--- config.mk ---
export PLATFORM = sky130hd
export DESIGN_NAME = dvp_tx_emulator
export DESIGN_NICKNAME = d
export VERILOG_FILES = /design/src/rtl/dvp_tx_emulator.sv
export SDC_FILE = /design/constraint.sdc
export NUM_CORES = 1
export LEC_CHECK = 0
export CAP_MARGIN = 30
export CORE_MARGIN = 2
export CORE_UTILIZATION = 50
export DETAILED_ROUTE_END_ITERATION = 6
export HOLD_SLACK_MARGIN = 0.1
export PLACE_DENSITY = 0.78
export SLEW_MARGIN = 20
export SYNTH_ARGS = -nofsm -noshare
export SYNTH_HDL_FRONTEND = slang
export SYNTH_SLANG_ARGS = --single-unit
--- constraint.sdc ---
create_clock -name clk -period 9.5 [get_ports clk]
set_clock_uncertainty 0.1 [all_clocks]
set_input_delay 1.9 -clock clk [delete_from_list [all_inputs] [get_ports clk]]
set_output_delay 1.9 -clock clk [all_outputs]
set_load 0.02 [all_outputs]
--- src/rtl/dvp_tx_emulator.sv ---
// OV7670-style DVP transmitter (RGB565, high byte first) driven by an internal test-pattern generator.
// Define DVP_TX_EXT_PIXEL_EN to make pattern 2 pull pixels from an external valid/ready stream.
module dvp_tx_emulator #(
    parameter int H_ACTIVE    = 640,
    parameter int H_BLANK     = 288,
    parameter int V_ACTIVE    = 480,
    parameter int VSYNC_LINES = 3,
    parameter int V_BACK      = 17,
    parameter int V_FRONT     = 10
) (
    input  logic        clk,
    input  logic        rst_n,
    input  logic        enable,
    input  logic [1:0]  pattern_sel,
    input  logic [15:0] solid_color,
`ifdef DVP_TX_EXT_PIXEL_EN
    input  logic [15:0] pix_data,
    input  logic        pix_valid,
    output logic        pix_ready,
    output logic        underflow,
`endif
    output logic        cam_pclk,
    output logic        cam_vsync,
    output logic        cam_href,
    output logic [7:0]  cam_data,
    output logic        busy,
    output logic        frame_done,
    output logic [7:0]  frame_cnt
);

    localparam int LINE  = 2 * H_ACTIVE + H_BLANK;
    localparam int BW    = $clog2(LINE + 1);
    localparam int MAX_A = (VSYNC_LINES > V_BACK) ? VSYNC_LINES : V_BACK;
    localparam int MAX_B = (V_ACTIVE > V_FRONT) ? V_ACTIVE : V_FRONT;
    localparam int MAXL  = (MAX_A > MAX_B) ? MAX_A : MAX_B;
    localparam int LW    = $clog2(MAXL + 1);
    localparam int BAR_W = H_ACTIVE / 8;

    localparam logic [2:0] S_IDLE   = 3'd0;
    localparam logic [2:0] S_VSYNC  = 3'd1;
    localparam logic [2:0] S_VBACK  = 3'd2;
    localparam logic [2:0] S_ACTIVE = 3'd3;
    localparam logic [2:0] S_VFRONT = 3'd4;

    logic [2:0]    state, nxt_state;
    logic [BW-1:0] byte_cnt, nxt_byte;
    logic [LW-1:0] line_cnt, nxt_line, lines_in_state;
    logic [1:0]    pat;
    logic [7:0]    pix_lo;
    logic          tick, frame_end, href_next, hi_byte, vsync_entry;
    logic [BW-1:0] x;
    logic [2:0]    bar;
    logic [15:0]   pixel;

    // cam_pclk is 1 during the clk that ends in its falling edge, which is the tick
    assign tick = cam_pclk;

    always_comb begin
        case (state)
            S_VSYNC:  lines_in_state = LW'(VSYNC_LINES);
            S_VBACK:  lines_in_state = LW'(V_BACK);
            S_ACTIVE: lines_in_state = LW'(V_ACTIVE);
            default:  lines_in_state = LW'(V_FRONT);
        endcase
    end

    always_comb begin
        nxt_state = state;
        nxt_byte  = byte_cnt;
        nxt_line  = line_cnt;
        frame_end = 1'b0;
        if (state == S_IDLE) begin
            if (enable) nxt_state = S_VSYNC;
            nxt_byte = '0;
            nxt_line = '0;
        end else if (byte_cnt != BW'(LINE - 1)) begin
            nxt_byte = byte_cnt + 1'b1;
        end else begin
            nxt_byte = '0;
            if (line_cnt != lines_in_state - 1'b1) begin
                nxt_line = line_cnt + 1'b1;
            end else begin
                nxt_line = '0;
                case (state)
                    S_VSYNC:  nxt_state = S_VBACK;
                    S_VBACK:  nxt_state = S_ACTIVE;
                    S_ACTIVE: nxt_state = S_VFRONT;
                    default: begin
                        frame_end = 1'b1;
                        nxt_state = enable ? S_VSYNC : S_IDLE;
                    end
                endcase
            end
        end
    end

    // Outputs are registered from the slot being entered, so x/y come from the next counters
    assign href_next   = (nxt_state == S_ACTIVE) && (nxt_byte < BW'(2 * H_ACTIVE));
    assign hi_byte     = href_next && !nxt_byte[0];
    assign x           = nxt_byte >> 1;
    assign bar         = 3'(x / BW'(BAR_W));
    assign vsync_entry = (state != S_VSYNC) && (nxt_state == S_VSYNC);

`ifdef DVP_TX_EXT_PIXEL_EN
    assign pix_ready = tick && hi_byte && (pat == 2'd2);
`endif

    always_comb begin
        pixel = 16'h0000;
        case (pat)
            2'd0: begin
                case (bar)
                    3'd0: pixel = 16'hFFFF;
                    3'd1: pixel = 16'hFFE0;
                    3'd2: pixel = 16'h07FF;
                    3'd3: pixel = 16'h07E0;
                    3'd4: pixel = 16'hF81F;
                    3'd5: pixel = 16'hF800;
                    3'd6: pixel = 16'h001F;
                    default: pixel = 16'h0000;
                endcase
            end
            2'd1: pixel = {5'(x >> 3), 6'(nxt_line >> 2), ~5'(x >> 3)};
`ifdef DVP_TX_EXT_PIXEL_EN
            2'd2: pixel = pix_valid ? pix_data : 16'h0000;
`else
            2'd2: pixel = solid_color;
`endif
            default: pixel = (1'(x >> 5) ^ 1'(nxt_line >> 5)) ? 16'hFFFF : 16'h0000;
        endcase
    end

    always_ff @(posedge clk or negedge rst_n) begin
        if (!rst_n) begin
            cam_pclk   <= 1'b0;
            cam_vsync  <= 1'b0;
            cam_href   <= 1'b0;
            cam_data   <= 8'h00;
            busy       <= 1'b0;
            frame_done <= 1'b0;
            frame_cnt  <= 8'h00;
            state      <= S_IDLE;
            byte_cnt   <= '0;
            line_cnt   <= '0;
            pat        <= 2'd0;
            pix_lo     <= 8'h00;
`ifdef DVP_TX_EXT_PIXEL_EN
            underflow  <= 1'b0;
`endif
        end else begin
            cam_pclk   <= ~cam_pclk;
            frame_done <= 1'b0;
            if (tick) begin
                state     <= nxt_state;
                byte_cnt  <= nxt_byte;
                line_cnt  <= nxt_line;
                cam_vsync <= (nxt_state == S_VSYNC);
                cam_href  <= href_next;
                busy      <= (nxt_state != S_IDLE);
                if (vsync_entry) pat <= pattern_sel;
                if (frame_end) begin
                    frame_done <= 1'b1;
                    frame_cnt  <= frame_cnt + 1'b1;
                end
                if (hi_byte) begin
                    cam_data <= pixel[15:8];
                    pix_lo   <= pixel[7:0];
                end else if (href_next) begin
                    cam_data <= pix_lo;
                end else begin
                    cam_data <= 8'h00;
                end
`ifdef DVP_TX_EXT_PIXEL_EN
                if (vsync_entry) underflow <= 1'b0;
                else if (pix_ready && !pix_valid) underflow <= 1'b1;
`endif
            end
        end
    end

endmodule

After elaboration in Yosys (flattened, before gate mapping)
Index checks and enable logic that the tools add are counted.
- add/sub/neg operators: 4
- divide/modulo/power cells: 1
- magnitude comparators: 1
- equality and inequality tests: 17
- multiplexer cells: 23
- bitwise logic cells: 3
- reduce and logical (&&, ||, !) cells: 13
- operators with widths (kind ; count):
    case mux 16 bit (7 select lines) ; 1
    case mux 16 bit (3 select lines) ; 1
    2-to-1 mux 9 bit ; 3
    case mux 9 bit (3 select lines) ; 1
    2-to-1 mux 11 bit ; 2
    2-to-1 mux 16 bit ; 1
    2-to-1 mux 8 bit ; 2
    equality test 3 x 2 -> 1 bit, second input constant ; 5
    2-to-1 mux 3 bit ; 4
    adder 11 x 1 -> 11 bit, second input constant ; 1
    divider 10 x 7 -> 11 bit, second input constant ; 1
    less-than comparator 11 bit, second input constant ; 1
    != test 11 bit, second input constant ; 1
    adder 9 x 1 -> 9 bit, second input constant ; 1
    equality test 3 x 1 -> 1 bit, second input constant ; 3
    equality test 3 bit, second input constant ; 3
    != test 9 bit ; 1
    case mux 3 bit (3 select lines) ; 1
    subtractor 9 x 1 -> 9 bit, second input constant ; 1
    adder 8 x 1 -> 8 bit, second input constant ; 1
    AND reduction 2 bit ; 4
    2-to-1 mux 1 bit ; 7
    zero test 3 bit ; 2
    inverter 5 bit ; 1
    11 further kinds ; 13
- register bits after elaboration: 54
- input bits: 21
- output and inout port bits: 21

Logic depth before layout (Yosys ltp)
- depth after elaboration: 11
- mapped depth: 13
- depth with buffers taken out: 11

Worst setup path before layout
OpenSTA, ideal clock, no wires.
- kind: register to register
- start: register state[0]
- end: register pix_lo[5]
- setup time: 132 ps
- arrival: 3314 ps
- data required time: 9268 ps
- slack: 5954 ps
- stages on the path, launching flop included: 14
- path buffers: 2
- clock period less this slack: 3546 ps
- path through: dfrtp_1 -> buf_2 -> xnor2_1 -> or2_2 -> ha_1 -> or4b_2 -> nand3_1 -> nand2_1 -> or4_1 -> a211oi_1 -> buf_4 -> nand4b_4 -> nor2_1 -> a31oi_1
- word-level cells in the longest chain between the ends: 11
- elaborated cells on any way between the ends: 34
- classes of those cells: add/sub (1); div (1); order compare (1); eq/ne (11); mux (13); bitwise (1); reduce/logical (6)
- RTL lines (what ; line ; text):
    from (decl) ; 45 ; logic [2:0] state, nxt_state;
    from (signal assigned) ; 154 ; state <= nxt_state;
    parallel branches: the longest is 11 deep, another holds divider 10 x 7 -> 11 bit ; - ;
    to (signal assigned) ; 167 ; pix_lo <= pixel[7:0];
    to (decl) ; 49 ; logic [7:0] pix_lo;
Several ways; the timed one is not identified. The select of a mux whose other input is x is not followed.
A chain may end at the register's enable or synchronous reset.

Worst setup path after layout
- start: register state[0]
- end: register cam_data[5]
- word-level cells in the longest chain between the ends: 11
- elaborated cells on any way between the ends: 35
- classes of those cells: add/sub (1); div (1); order compare (1); eq/ne (11); mux (15); bitwise (1); reduce/logical (5)
- RTL lines (what ; line ; text):
    parallel branches: the longest is 10 deep, another holds divider 10 x 7 -> 11 bit ; - ;
    2-to-1 mux 8 bit (*) ; 165 ; if (hi_byte) begin
    to (signal assigned) ; 166 ; cam_data <= pixel[15:8];
    to (signal assigned) ; 169 ; cam_data <= pix_lo;
    to (decl) ; 25 ; output logic [7:0] cam_data,
Mark *: on every way between the ends. The select of a mux whose other input is x is not followed.

==> flow_summary.json <==
{
  "status": "finished clean",
  "finalSetupViolations": 0,
  "antenna_found_initial": 0,
  "grt_max_degree": 55,
  "cap_violations": 0,
  "slowest_stage": "or4b_2",
  "insertedDiodeCount": 0,
  "utilization": 0.5926,
  "nets": 446,
  "grt_pass1_vias": 3112,
  "synth_seq_cells": 54,
  "critical_path.max_fanout": 12,
  "layout-drive-gt1-share": 0.09716,
  "clk_pin_slew_worst_paths_ns": 0.11,
  "routed_wl_um": 8976,
  "fin_crit_sh": 0.4212,
  "grt_pass1_wl_um": 15360,
  "arrival_ns": 4.15,
  "worstPathRequired_ns": 9.65,
  "postCtsSetupBuffers": 0,
  "cts_tree": "built",
  "synthCells": 390,
  "max_freq_mhz": 249.9,
  "grt_usage": 0.2512,
  "hold_slack_ns": 0.3811,
  "synth_top_area_frac": 0.3896,
  "crit_path_end_kind": "flop",
  "ant_nets": 0,
  "rsz0062_at_grt": "no",
  "num_rows": 30,
  "synth-edff-count": 0,
  "synthArstFlopShare": 1.000,
  "max-slew-margin-rel": 0.4078,
  "max_stage_delay_ns": 0.64,
  "hold_violations": 0,
  "seq_area_frac_synth": 0.3896,
  "worstPathCellList": "xnor2_1 -> or2_2 -> ha_1 -> or4b_2 -> nand3_1 -> nand2_1 -> or4_1 -> a211oi_1 -> buf_4 -> and2_2 -> o211ai_1 -> o22ai_1",
  "netlist_area_sq_um": 3468,
  "pre_cts_ws_ns": 5.683,
  "worst_pin_slew_ns": 0.8636,
  "yosys.cell_types.count": 65,
  "gr-total-overflow": 0,
  "cts-htree-levels": 2,
  "vias": 3234,
  "worstSetupStartpointType": "flop",
  "place_congestion": 0.8958,
  "avgViaCountPerCell": 6.442,
  "final_cells": 502,
  "wl_per_cell_um": 17.88,
  "die_w_um": 87.29,
  "cts_hold_buf": 0,
  "cts.path.max_buffers": 2,
  "cts-resized-gates": 0,
  "ys.flop_type": "dfrtp_1",
  "synth_warnings": 0,
  "first_pass_iters": 6,
  "clkLatencyLatePin_ns": 0.32,
  "cts-buffers-inserted": 5,
  "hpwl_um": 6357,
  "portBuffers": 41,
  "mostFrequentLayoutCell": "dfrtp_1",
  "cts.sinks": 54,
  "fin_ws_ns": 5.498,
  "slew_violations": 0,
  "peakVddDrop_mv": 0.08373,
  "yosysTopAreaCell": "dfrtp_1",
  "synthTopCellsByArea": "dfrtp_1 39%, mux2_2 4.9%, nor2_1 4.4%",
  "synth_fp_nets": 415,
  "nFillCells": 624,
  "p_leak_nw": 1.631,
  "final_cell_mix": "54 x dfrtp_1, 41 x nor2_1, 40 x clkdlybuf4s50_1",
  "root_buffer": "clkbuf_8",
  "power_density_nw_per_um2": 138.3,
  "finalCriticalPeriod_ns": 4.002,
  "hold_path.class": "reg -> reg",
  "die_h_um": 87.29,
  "syn_avg_cell_area_sq_um": 8.893,
  "worstSetupPathType": "reg -> reg",
  "drc": 0,
  "fin_setup_tns_ns": 0,
  "areaGrowthSynthToFinish_pct": 15.44,
  "core_area_sq_um": 6756,
  "start_util": 0.5133,
  "dpl.cell_count": 493,
  "drtIter0Drc": 338,
  "ios": 42,
  "die-area_sq_um": 7619
}
==> flip-flops by register name (all words and copies together) (netlist names) <==
name        cells
pix_lo          8
state           3
line_cnt        9
frame_done      1
frame_cnt       8
cam_pclk        1
byte_cnt       11
cam_href        1
cam_vsync       1
pat             2
busy            1
cam_data        8
==> routing by layer <==
layer / vias to the layer above / routed length (um) / track usage
met3: 17 / 564 / 0.03602
met4: 0 / 155 / 0.07413
met2: 127 / 4106 / 0.3815
met5: - / 0 / 0
li1: 1527 / - / -
met1: 1563 / 4151 / 0.3718
==> final timing paths <==
path                                    from  depth (start not counted)           end  slack [ns]
worst max register to register      state[0]                         12   cam_data[5]        5.50
max in group asynchronous              rst_n                          2      state[2]        7.24
worst max-delay path                state[0]                         12   cam_data[5]        5.50
min in group asynchronous              rst_n                          2   cam_data[7]        1.59
worst min register to register  frame_cnt[7]                          1  frame_cnt[7]        0.38
worst min-delay path            frame_cnt[7]                          1  frame_cnt[7]        0.38
==> power by group <==
| part | leakage (nW) | switching (mW) | internal (mW) |
|---|---|---|---|
| logic | 0.908 | 0.0871 | 0.0565 |
| registers | 0.679 | 0.0270 | 0.244 |
| clock network | 0.0447 | 0.0854 | 0.0535 |
| total | 1.63 | 0.199 | 0.354 |
==> critical path: cells and delay by family (launching register included) <==
family,cells,cell delay (ns)
xor gates and xnor gates,1,0.21
and+or+nand+nor,6,1.97
DFF,1,0.52
buffers and inverters,1,0.25
AOI/OAI and AO/OA,3,0.60
adders and majority gates,1,0.25
==> metrics by stage <==
stage               total power, mW  instance area, sq um
detailed placement           0.4145                  3902
global placement             0.4102                  3902
global route                 0.5851                  4004
floorplan                    0.3701                  3468
finish                       0.5536                  4004
CTS                          0.5525                  3996
==> logic make-up (layout without fill, tap and decap cells) <==
kind of cell,Yosys count,count (layout),synth area share
multiplexers,18,18,0.05736
flip-flops,54,54,0.3896
AND/OR/NAND/NOR,150,150,0.2211
AO/OA/AOI/OAI,121,121,0.2439
XOR/XNOR,15,15,0.03788
adder cells (fa/ha/maj),4,4,0.01443
buffers and inverters,28,60,0.03571
==> cells in the mapped netlist (4+ instances only) <==
cell      count
a221oi_1      7
nor2b_1       4
a21oi_1      20
or3_1         4
o211ai_1      5
a22o_1        6
xor2_1        5
dfrtp_1      54
o21ai_0      22
nor2_1       41
a22oi_1      10
inv_1         5
nand2_1      35
ha_1          4
mux2_2       15
nor3_1       13
o31ai_1       9
nand4_1       5
a31oi_1       5
nand3_1      19
xnor2_1      10
clkbuf_1     16
o21a_1        4
a211oi_1      4
==> final cells by class <==
type	instances	area, sq um	area share
Sequential cell	54	1351	0.3375
Tap cell	80	100.1	0.02500
Clock buffer	5	68.82	0.01719
Clock inverter	3	25.02	0.006250
Inverter	6	22.52	0.005625
Timing Repair Buffer	46	442.9	0.1106
Multi-Input combinational cell	308	1993	0.4978
(Power assumes the default switching activity.)
